**src/rtl/ws2812_frame_sched.sv**
```systemverilog
// WS2812 frame sequencer: starts frames from a periodic timer or on request, fetches each
// pixel colour, hands it to the bit serializer, then holds the line idle for the latch gap.
module ws2812_frame_sched #(
  parameter int N_PIXELS     = 64,
  parameter int W_ADDR       = 6,
  parameter int W_DATA       = 24,
  parameter int FRAME_PERIOD = 1666666,
  parameter int LATCH_CYCLES = 30000
) (
  input  logic              clk,
  input  logic              rst_n,
  input  logic              enable,
  input  logic              frame_req,
  output logic [W_ADDR-1:0] pix_addr,
  output logic              pix_rd,
  input  logic              pix_ack,
  input  logic [W_DATA-1:0] pix_data,
  output logic [W_DATA-1:0] tx_data,
  output logic              tx_valid,
  input  logic              tx_ready,
  input  logic              tx_idle,
  output logic              busy,
  output logic              frame_done,
  output logic              overrun,
  output logic [15:0]       frame_cnt
);

  localparam int W_TMR = $clog2(FRAME_PERIOD + 1);
  localparam int W_LAT = $clog2(LATCH_CYCLES + 1);
  localparam logic [W_ADDR-1:0] LAST_ADDR  = W_ADDR'(N_PIXELS - 1);
  localparam logic [W_TMR-1:0]  LAST_TICK  = W_TMR'(FRAME_PERIOD - 1);
  localparam logic [W_LAT-1:0]  LAST_LATCH = W_LAT'(LATCH_CYCLES - 1);

  typedef enum logic [2:0] {
    IDLE,
    FETCH,
    WAIT,
    SEND,
    DRAIN,
    LATCH
  } state_t;

  state_t           state;
  state_t           state_nxt;
  logic [W_TMR-1:0] timer;
  logic [W_LAT-1:0] latch_cnt;
  logic             pending;
  logic             tick;
  logic             start;
  logic             latch_last;

  assign tick       = (timer == LAST_TICK);
  assign start      = (state == IDLE) && ((tick && enable) || frame_req || pending);
  assign latch_last = (latch_cnt == LAST_LATCH);
  // A tick that lands mid-frame is dropped rather than queued; only enabled ticks report it.
  assign overrun    = tick && enable && (state != IDLE);

  always_ff @(posedge clk or negedge rst_n) begin
    if (!rst_n) begin
      state <= IDLE;
    end else begin
      state <= state_nxt;
    end
  end

  always_comb begin
    state_nxt  = state;
    pix_rd     = 1'b0;
    tx_valid   = 1'b0;
    busy       = 1'b1;
    frame_done = 1'b0;
    case (state)
      IDLE: begin
        busy = 1'b0;
        if (start) state_nxt = FETCH;
      end
      FETCH: begin
        pix_rd    = 1'b1;
        state_nxt = WAIT;
      end
      WAIT: begin
        if (pix_ack) state_nxt = SEND;
      end
      SEND: begin
        tx_valid = 1'b1;
        if (tx_ready) state_nxt = (pix_addr == LAST_ADDR) ? DRAIN : FETCH;
      end
      DRAIN: begin
        if (tx_idle) state_nxt = LATCH;
      end
      LATCH: begin
        if (latch_last) begin
          frame_done = 1'b1;
          state_nxt  = IDLE;
        end
      end
      default: state_nxt = IDLE;
    endcase
  end

  // Timer free-runs independent of the FSM so tick spacing never drifts with frame length.
  always_ff @(posedge clk or negedge rst_n) begin
    if (!rst_n) begin
      timer     <= '0;
      pending   <= 1'b0;
      pix_addr  <= '0;
      tx_data   <= '0;
      latch_cnt <= '0;
      frame_cnt <= '0;
    end else begin
      timer <= tick ? '0 : timer + 1'b1;

      if (start) begin
        pending <= 1'b0;
      end else if (frame_req && (state != IDLE)) begin
        pending <= 1'b1;
      end

      if ((state == WAIT) && pix_ack) begin
        tx_data <= pix_data;
      end

      case (state)
        IDLE:    pix_addr <= '0;
        SEND:    if (tx_ready && (pix_addr != LAST_ADDR)) pix_addr <= pix_addr + 1'b1;
        LATCH:   if (latch_last) pix_addr <= '0;
        default: ;
      endcase

      if (state == DRAIN) begin
        latch_cnt <= '0;
      end else if (state == LATCH) begin
        latch_cnt <= latch_cnt + 1'b1;
      end

      if (frame_done) begin
        frame_cnt <= frame_cnt + 1'b1;
      end
    end
  end

endmodule

```
**config.mk**
```make
export PLATFORM = sky130hd
export DESIGN_NAME = ws2812_frame_sched
export DESIGN_NICKNAME = d
export VERILOG_FILES = /design/src/rtl/ws2812_frame_sched.sv
export SDC_FILE = /design/constraint.sdc
export NUM_CORES = 1
export LEC_CHECK = 0
export BUFFER_PORTS_ARGS = -buffer_cell sky130_fd_sc_hd__buf_4
export CAP_MARGIN = 20
export CELL_PAD_IN_SITES_DETAIL_PLACEMENT = 0
export CELL_PAD_IN_SITES_GLOBAL_PLACEMENT = 1
export CORE_ASPECT_RATIO = 0.8
export CORE_MARGIN = 5
export CORE_UTILIZATION = 42
export DETAILED_ROUTE_END_ITERATION = 16
export HOLD_SLACK_MARGIN = 0.1
export PLACE_DENSITY = 0.89
export SLEW_MARGIN = 15
export SYNTH_ARGS = -nofsm -noshare
export SYNTH_HDL_FRONTEND = slang
export SYNTH_SLANG_ARGS = --single-unit
```
**constraint.sdc**
```tcl
create_clock -name clk -period 2.9 [get_ports clk]
set_input_delay 0.58 -clock clk [delete_from_list [all_inputs] [get_ports clk]]
set_output_delay 0.58 -clock clk [all_outputs]
set_load 0.03 [all_outputs]
```
==> results of run 1 <==
[critical path, cell delays in order, from the launching register on]
cell,delay (ns)
sky130_fd_sc_hd__dfrtp_1,0.51
sky130_fd_sc_hd__nor2b_1,0.21
sky130_fd_sc_hd__nand2_1,0.20
sky130_fd_sc_hd__nor4_1,0.56
sky130_fd_sc_hd__buf_4,0.26
[flip-flops by register name (all words and copies together), names as in the netlist]
| signal | cells |
|---|---|
| state | 3 |
| frame_cnt | 16 |
| pending | 1 |
| tx_data | 24 |
| pix_addr | 6 |
| latch_cnt | 15 |
| timer | 21 |
[layout make-up]
type / count / area (sq um)
clock inverters: 6 / 68.82
inverters: 5 / 18.77
clock buffers: 9 / 225.2
repair buffers: 86 / 658.1
flip-flops and latches: 86 / 2152
fillers: 860 / 4438
well taps: 119 / 148.9
multi-input cells: 284 / 1859
[layer usage]
metal / vias up / GRT usage, %
met5: - / 0
met4: 0 / 4.754
met3: 9 / 5.327
met2: 87 / 24.09
li1: 1542 / -
met1: 1540 / 22.15
[report_power, final]
group          internal (mW)  switching, mW
Clock                  0.668          0.466
Combinational          0.513          0.724
Sequential              1.41          0.151
Total                   2.59           1.34
[cells in the mapped netlist, drive strengths merged, types with 2 or more instances]
master | instances | area (sq um)
a21oi | 5 | 25.02
a22o | 4 | 35.03
and3 | 11 | 68.82
and4 | 3 | 26.28
buf | 2 | 16.26
clkbuf | 10 | 37.54
dfrtp | 86 | 2152
ha | 5 | 62.56
inv | 5 | 18.77
mux2 | 26 | 292.8
mux2i | 8 | 80.08
nand2 | 35 | 131.4
nand2b | 4 | 25.02
nand3 | 27 | 135.1
nand4 | 14 | 87.58
nor2 | 50 | 195.2
nor2b | 5 | 31.28
nor3 | 10 | 50.05
nor4 | 4 | 25.02
nor4b | 2 | 17.52
o21ai | 16 | 80.08
o32ai | 2 | 17.52
or3 | 2 | 12.51
or4 | 2 | 18.77
or4bb | 2 | 22.52
xnor2 | 26 | 227.7
xor2 | 8 | 70.07
[logic make-up (layout without fill, tap and decap cells)]
family,after synthesis,count (layout)
AO/OA/AOI/OAI,35,35
XOR/XNOR,34,34
adder cells (fa/ha/maj),5,5
buffers and inverters,17,106
flip-flops,86,86
multiplexers,34,34
AND/OR/NAND/NOR,176,176
[worst paths after layout]
check | startpoint | to | slack [ns] | depth (start not counted)
setup reg to reg | latch_cnt[6]$_DFFE_PN0P_ | frame_cnt[10]$_DFFE_PN0P_ | 0.36 | 5
min in group clk | pix_data[14] | tx_data[14]$_DFFE_PN0P_ | 0.48 | 2
hold reg to reg | frame_cnt[15]$_DFFE_PN0P_ | frame_cnt[15]$_DFFE_PN0P_ | 0.48 | 1
max in group asynchronous | rst_n | pending$_DFFE_PN0P_ | 1.99 | 2
setup / recovery | state[2]$_DFFE_PN0P_ | frame_done | 0.27 | 4
hold / removal | rst_n | state[1]$_DFFE_PN0P_ | 0.28 | 1
[per-stage QoR]
step                      hold WS, ns  std cells  total power [mW]
after CTS                      0.3057        595             3.977
after global placement         0.4665        580             2.809
after detailed placement       0.4754        580             2.835
after global routing           0.3342        595             4.148
after floorplan                0.2844        387             2.335
final                          0.2823        595             3.930
==> results.json, run 1 <==
{
  "status": "completed",
  "insertedDiodeCount": 0,
  "slew_viol_final": 0,
  "fin_skew_ns": 0.008911,
  "post_synthesis_compound_gate_area_fraction_pct": 5.527,
  "clock_latency_ns": 0.33,
  "fin_util_pct": 53.62,
  "detailedPlacementHpwl_mm": 6.482,
  "clock_path_buffers": 2,
  "cts_tree": "built",
  "synth_enable_flop_cells": 0,
  "cts_root_buffer": "sky130_fd_sc_hd__clkbuf_16",
  "detail_routed_net_length_per_standard_cell_microns": 15.15,
  "achievable-frequency_ghz": 0.3798,
  "rsz_0062_raised_after_global_routing": "false",
  "worstPathMaxFanout": 10,
  "number_of_global_route_vias_before_repair": 3148,
  "initial_antenna_violation_count": 0,
  "met2_wirelength_mm": 4.005,
  "layout-drive-gt1-share_pct": 28.57,
  "syn_nets": 423,
  "route.top_layer_used": "met4",
  "detailed_place.area_sq_mm": 0.004837,
  "finalCriticalPeriod_ns": 2.633,
  "fin_area_sq_mm": 0.005131,
  "preCtsSetupSlack_ns": 0.3800,
  "yosys_most_used_dff": "sky130_fd_sc_hd__dfrtp_1",
  "i_o_pin_cnt": 82,
  "drt_wl_total_mm": 9.014,
  "nets": 508,
  "mostFrequentLayoutCells": "sky130_fd_sc_hd__dfrtp_1 (86), sky130_fd_sc_hd__buf_4 (85), sky130_fd_sc_hd__nor2_1 (46), sky130_fd_sc_hd__nand2_1 (35), sky130_fd_sc_hd__nand3_1 (27)",
  "die_height_microns": 98.11,
  "adder_cell_share_of_the_synthesized_area_pct": 1.535,
  "holdBufCountCts": 0,
  "die_w_microns": 120.1,
  "detail_route.vias_per_cell": 5.341,
  "peakVddDrop_uv": 441.0,
  "synth-async-reset-ratio_pct": 100.0,
  "drt-initial-drc-count": 236,
  "ys_seq_area_share_pct": 52.81,
  "initial_core_util_pct": 42.59,
  "firstDrtPassIters": 4,
  "kind_of_start_point_of_the_critical_path": "register",
  "nature_of_the_critical_path_endpoint": "primary output",
  "final_common_cell": "sky130_fd_sc_hd__dfrtp_1",
  "yosysWarnings": 0,
  "cts.repair.resized": 0,
  "grt.overflow.total": 0,
  "drt_drc_violations_left": 0,
  "ys_seq_elements": 86,
  "routed-via-count": 3178,
  "portBuffers": 81,
  "placement_row_count": 32,
  "gate_count_of_the_mapped_netlist": 387,
  "cts_setup_buffers": 0,
  "place.gp.congestion": 0.8225,
  "synth_simple_gate_area_share_pct": 21.89,
  "worst_ep_required_time_ns": 2.32,
  "timing.slew.headroom_pct": 51.85,
  "combinational_family_with_the_most_area_after_synthesis": "simple AND/OR/NAND/NOR gates",
  "yosys-mux-area-fraction_pct": 9.150,
  "power.static_leakage_nw": 2.292,
  "met3_length_microns": 532,
  "grt.total_usage_pct": 16.02,
  "clkTransAtPathRegs_ns": 0.07,
  "syn_avg_cell_area_sq_um": 10.53,
  "cts_max_level": 3,
  "final_antenna_net_count": 0,
  "largest_net_degree_at_the_start_of_global_routing": 52,
  "maxCapViolations": 0,
  "critical_path_arrival_ns": 2.05,
  "cts_made_buffers": 9,
  "fin_ws_ns": 0.2667,
  "synth_xor_area_share_pct": 7.307,
  "hold_class": "input pin to asynchronous set/reset pin",
  "final_min_period_over_clock_period_pct": 90.80,
  "hold_viol_final": 0,
  "floorplan.core_area_sq_mm": 0.009569,
  "cts_sinks": 86,
  "area.growth.synth_to_final_pct": 25.91,
  "worstMarginPinSlew_ns": 0.7157,
  "timing_worst_setup_path_type": "register to primary output",
  "die_area_sq_mm": 0.01179,
  "grt_pass1_wl_mm": 15.37,
  "timing.setup.tns_ns": 0,
  "cellPowerDensity_mw_per_mm2": 766.0,
  "routedLengthMet1_mm": 4.359,
  "synthesis.area_sq_mm": 0.004075,
  "setup_viol_count_final": 0,
  "post_synth_num_cell_types": 43
}
(Power assumes the default switching activity.)
==> run 2, diff against run 1 <==
CAP_MARGIN = 0   (was 20)
RECOVER_POWER = 50   (was unset)
SETUP_SLACK_MARGIN = 0.3   (was unset)
==> run 2 against run 1 <==
Setup slack improved by 0.13 ns. Routed wire length grew 0.39%. Maximum frequency increased by 5.2%. Sequential cell count is the same. Sequential power hardly changed. Count of clock-buffer cells in the layout did not move. Largest cell class unchanged. Highest routed layer unchanged.
==> results.json, run 2 (synthesis results as in run 1) <==
{
  "cts_root_buffer": "sky130_fd_sc_hd__clkbuf_16",
  "drt-initial-drc-count": 207,
  "portBuffers": 81,
  "mostFrequentLayoutCells": "sky130_fd_sc_hd__dfrtp_1 (85), sky130_fd_sc_hd__buf_4 (66), sky130_fd_sc_hd__nor2_1 (46), sky130_fd_sc_hd__nand2_1 (35), sky130_fd_sc_hd__nand3_1 (27)",
  "family_with_the_most_delay_on_the_worst_path": "simple AND/OR/NAND/NOR gates",
  "final_antenna_net_count": 0,
  "grt_pass1_wl_mm": 15.50,
  "largest_register_ffs": 24,
  "placement_row_count": 32,
  "i_o_pin_cnt": 82,
  "largest_registers": "tx_data x24, timer x21, frame_cnt x16",
  "cellPowerDensity_mw_per_mm2": 772.7,
  "timing.setup.tns_ns": 0,
  "clkTransAtPathRegs_ns": 0.06,
  "clock_latency_ns": 0.34,
  "critical_path_arrival_ns": 1.92,
  "grt.total_usage_pct": 16.19,
  "fin_util_pct": 53.28,
  "cts_setup_buffers": 0,
  "routed-via-count": 3127,
  "fin_skew_ns": 0.007367,
  "kind_of_start_point_of_the_critical_path": "register",
  "worstReg2RegStart": "latch_cnt[4]$_DFFE_PN0P_",
  "hold_viol_final": 0,
  "number_of_global_route_vias_before_repair": 3118,
  "worstPathMaxFanout": 11,
  "peakVddDrop_uv": 398.6,
  "finalCriticalPeriod_ns": 2.502,
  "setup_viol_count_final": 0,
  "achievable-frequency_ghz": 0.3997,
  "nets": 508,
  "status": "completed",
  "die_area_sq_mm": 0.01179,
  "detailedPlacementHpwl_mm": 6.415,
  "timing_worst_setup_path_type": "register to primary output",
  "worst-path-buf-inv": 1,
  "rsz_0062_raised_after_global_routing": "true",
  "hold_class": "input pin to register",
  "clock_path_buffers": 2,
  "origin_of_the_worst_setup_path": "state[1]$_DFFE_PN0P_",
  "final_common_cell": "sky130_fd_sc_hd__dfrtp_1",
  "initial_antenna_violation_count": 0,
  "timing.slew.headroom_pct": 9.267,
  "insertedDiodeCount": 0,
  "cts_made_buffers": 9,
  "nature_of_the_critical_path_endpoint": "primary output",
  "final_min_period_over_clock_period_pct": 86.28,
  "hold_path_startpoint": "pix_data[11]",
  "maxCapViolations": 0,
  "worst_ep_required_time_ns": 2.32,
  "initial_core_util_pct": 42.59,
  "critical_path.cell_chain": "nor2b_4 > nand2_1 > nor4_2 > buf_4",
  "detail_routed_net_length_per_standard_cell_microns": 15.21,
  "floorplan.core_area_sq_mm": 0.009569,
  "detail_route.vias_per_cell": 5.255,
  "slew_viol_final": 0,
  "critical_path.slowest_cell": "sky130_fd_sc_hd__dfrtp_1",
  "area.growth.synth_to_final_pct": 25.12,
  "top_register": "tx_data",
  "die_height_microns": 98.11,
  "cts_tree": "built",
  "drt_drc_violations_left": 0,
  "drt_wl_total_mm": 9.049,
  "grt.overflow.total": 0,
  "worst_stage_delay_on_the_critical_path_ns": 0.51,
  "holdBufCountCts": 0,
  "die_w_microns": 120.1,
  "worstMarginPinSlew_ns": 1.361,
  "layout-drive-gt1-share_pct": 25.84,
  "place.gp.congestion": 0.7875,
  "largest_net_degree_at_the_start_of_global_routing": 55,
  "cts_max_level": 3,
  "cts_sinks": 86,
  "layout.filler_cells": 866,
  "firstDrtPassIters": 4,
  "power.static_leakage_nw": 2.231
}
==> run 2: power by group <==
group          internal (mW)  switching, mW
Sequential              1.41          0.139
Combinational          0.410          0.746
Clock                  0.758          0.479
==> run 2: metrics by stage <==
step	hold WS (ns)	instances	setup WS, ns	instance area (sq um)	power, mW
finish	0.4713	595	0.3978	5099	3.940
global route	0.4660	595	0.2429	5099	4.146
CTS	0.3298	595	0.3589	5172	4.096
detailed placement	0.4784	580	0.3878	4843	2.848
global placement	0.4695	580	0.4275	4843	2.820
floorplan	0.2844	387	0.5093	4081	2.335
==> run 2: worst paths after layout <==
path	end	slack (ns)	cells after the start
setup / recovery	frame_done	0.40	4
hold reg to reg	frame_cnt[15]$_DFFE_PN0P_	0.49	1
min in group asynchronous	pix_addr[0]$_DFFE_PN0P_	0.55	1
hold / removal	tx_data[11]$_DFFE_PN0P_	0.47	2
max in group asynchronous	timer[5]$_DFF_PN0_	0.87	2
setup reg to reg	frame_cnt[14]$_DFFE_PN0P_	0.47	5
==> run 2: metal layers <==
metal  track usage (%)  vias to the layer above  wire length, microns  share of wire (%)
met1             22.83                     1484                  4484                 50
met4             4.754                        0                   129                1.4
li1                  -                     1534                     -                  -
met3             4.690                       14                   606                6.7
met2             24.35                       95                  3827                 42
met5                 0                        -                     0                  0
==> run 2: repair_timing <==
| action | in CTS | in global routing |
|---|---|---|
| gates resized for setup | 2 | 3 |
| gates cloned | 0 | 0 |
| setup endpoints to repair | 1 | 6 |
==> run 2: worst register-to-register path, delay by kind of cell (launching register included) <==
family,cells,cell delay (ns)
XOR/XNOR,1,0.16
flip-flops,1,0.46
AND/OR/NAND/NOR,4,1.73
==> run 2: area by class of cell <==
type	count	area, sq um	share of cell area (%)
sequential	86	2153	42.23
multi-input combinational	284	1883	36.93
timing repair buffer	86	573.1	11.24
clock buffer	9	225.2	4.417
tap	119	148.9	2.920
clock inverter	6	96.34	1.890
inverter	5	18.77	0.3681
==> run 3, diff against run 2 <==
REMOVE_ABC_BUFFERS = 1   (was unset)
==> run 3 against run 2 <==
The run now ends with capacitance limit, slew limit left. Sequential power barely moved. Routed wire length barely moved. Sequential cell count did not move. Critical endpoint unchanged. Largest cell class unchanged. Highest routed layer unchanged.
==> results.json, run 3 (synthesis results as in run 1) <==
{
  "cts_max_level": 3,
  "detail_route.vias_per_cell": 5.250,
  "setup_viol_count_final": 0,
  "clock_latency_ns": 0.34,
  "cts_root_buffer": "sky130_fd_sc_hd__clkbuf_16",
  "place.gp.congestion": 0.7848,
  "finalPower_mw": 3.883,
  "hold_viol_final": 0,
  "critical_path.slowest_cell": "sky130_fd_sc_hd__dfrtp_1",
  "maxCapViolations": 1,
  "slew_viol_final": 36,
  "nature_of_the_critical_path_endpoint": "primary output",
  "top_register": "tx_data",
  "routed-via-count": 3124,
  "clkTransAtPathRegs_ns": 0.07,
  "worst_stage_delay_on_the_critical_path_ns": 0.51,
  "drt_wl_total_mm": 9.048,
  "status": "complete, but fails checks",
  "fin_skew_ns": 0.006605,
  "final_min_period_over_clock_period_pct": 86.82,
  "largest_register_ffs": 24,
  "worst-path-buf-inv": 1,
  "initial_core_util_pct": 42.59,
  "drt_drc_violations_left": 0,
  "firstDrtPassIters": 4,
  "layout-drive-gt1-share_pct": 25.21,
  "critical_path.cell_chain": "nor2b_2 > nand2_1 > nor4_4 > buf_4",
  "die_height_microns": 98.11,
  "rsz_0062_raised_after_global_routing": "true",
  "achievable-frequency_ghz": 0.3972,
  "timing_worst_setup_path_type": "register to primary output",
  "floorplan.core_area_sq_mm": 0.009569,
  "power.static_leakage_nw": 2.239,
  "detail_routed_net_length_per_standard_cell_microns": 15.21,
  "largest_registers": "tx_data x24, timer x21, frame_cnt x16",
  "i_o_pin_cnt": 82,
  "grt_pass1_wl_mm": 15.60,
  "insertedDiodeCount": 0,
  "number_of_global_route_vias_before_repair": 3208,
  "grt.overflow.total": 0,
  "initial_antenna_violation_count": 0,
  "final_antenna_net_count": 0,
  "critical_path_arrival_ns": 1.94,
  "finalCriticalPeriod_ns": 2.518,
  "largest_net_degree_at_the_start_of_global_routing": 52,
  "timing.slew.headroom_pct": -31.52,
  "hold_class": "input pin to register",
  "cts_setup_buffers": 0,
  "worstPathMaxFanout": 10,
  "die_area_sq_mm": 0.01179,
  "cts_made_buffers": 9,
  "family_with_the_most_delay_on_the_worst_path": "simple AND/OR/NAND/NOR gates",
  "cts_tree": "built",
  "failing_checks": "capacitance limit, slew limit",
  "nets": 507,
  "detailedPlacementHpwl_mm": 6.456,
  "cts_sinks": 86,
  "cellPowerDensity_mw_per_mm2": 763.3,
  "peakVddDrop_uv": 348.5,
  "timing.setup.tns_ns": 0,
  "kind_of_start_point_of_the_critical_path": "register",
  "portBuffers": 81,
  "final.hold.worst_slack_ns": 0.4733,
  "final_common_cell": "sky130_fd_sc_hd__dfrtp_1",
  "drt-initial-drc-count": 210,
  "worst_ep_required_time_ns": 2.32,
  "clock_path_buffers": 2,
  "worstMarginPinSlew_ns": 1.973,
  "grt.total_usage_pct": 16.26,
  "mostFrequentLayoutCells": "sky130_fd_sc_hd__dfrtp_1 (86), sky130_fd_sc_hd__buf_4 (64), sky130_fd_sc_hd__nor2_1 (46), sky130_fd_sc_hd__nand2_1 (35), sky130_fd_sc_hd__nand3_1 (27)",
  "area.growth.synth_to_final_pct": 24.84,
  "die_w_microns": 120.1,
  "placement_row_count": 32
}
## run 3: cell count changes in the layout (fill, tap and decap cells not counted), moves of 2 or more
cell / delta
sky130_fd_sc_hd__inv_6: +2
sky130_fd_sc_hd__buf_4: -2
sky130_fd_sc_hd__clkbuf_2: -2
sky130_fd_sc_hd__clkbuf_1: +2
## run 3: worst paths after layout
kind	end	start	cells after the start	slack (ns)
worst max-delay path	frame_done	state[2]$_DFFE_PN0P_	4	0.38
worst min-delay path	tx_data[10]$_DFFE_PN0P_	pix_data[10]	2	0.47
worst max register to register	frame_cnt[10]$_DFFE_PN0P_	latch_cnt[0]$_DFFE_PN0P_	6	0.46
worst min register to register	timer[20]$_DFF_PN0_	timer[20]$_DFF_PN0_	1	0.48
max in group asynchronous	tx_data[4]$_DFFE_PN0P_	rst_n	1	0.97
min in group asynchronous	timer[20]$_DFF_PN0_	rst_n	1	0.79
## run 3: area by class of cell
class	count	area (sq um)
Timing Repair Buffer	85	575.6
Fill cell	850	4482
Clock buffer	9	225.2
Tap cell	119	148.9
Multi-Input combinational cell	284	1887
Clock inverter	7	80.08
Inverter	5	18.77
Sequential cell	86	2152
## run 3: repair_timing
item	4_1_cts	5_1_grt
gates resized for setup	2	3
setup endpoints to repair	1	7
endpoints found under the hold margin	0	0
hold buffers	0	0
## run 3: power by group
| group | switching [mW] | internal [mW] |
|---|---|---|
| logic | 0.735 | 0.404 |
| clock network | 0.505 | 0.680 |
| registers | 0.153 | 1.41 |
| total | 1.39 | 2.49 |
## run 3: layer usage
metal,vias to the layer above,global-route usage [%],wire (microns)
met3,4,4.864,584
met5,-,0,0
met4,0,4.313,59
met2,89,24.57,3973
li1,1533,-,-
met1,1498,22.91,4431
## run 3: per-stage QoR
step | utilization [%] | cells | setup slack [ns] | instance area [sq um]
CTS | 53.75 | 595 | 0.3338 | 5144
floorplan | - | 375 | -0.06134 | 4021
detailed placement | 50.47 | 579 | 0.3845 | 4830
finish | 53.16 | 595 | 0.3823 | 5087
global placement | 50.47 | 579 | 0.4178 | 4830
global route | 53.16 | 595 | 0.2271 | 5087
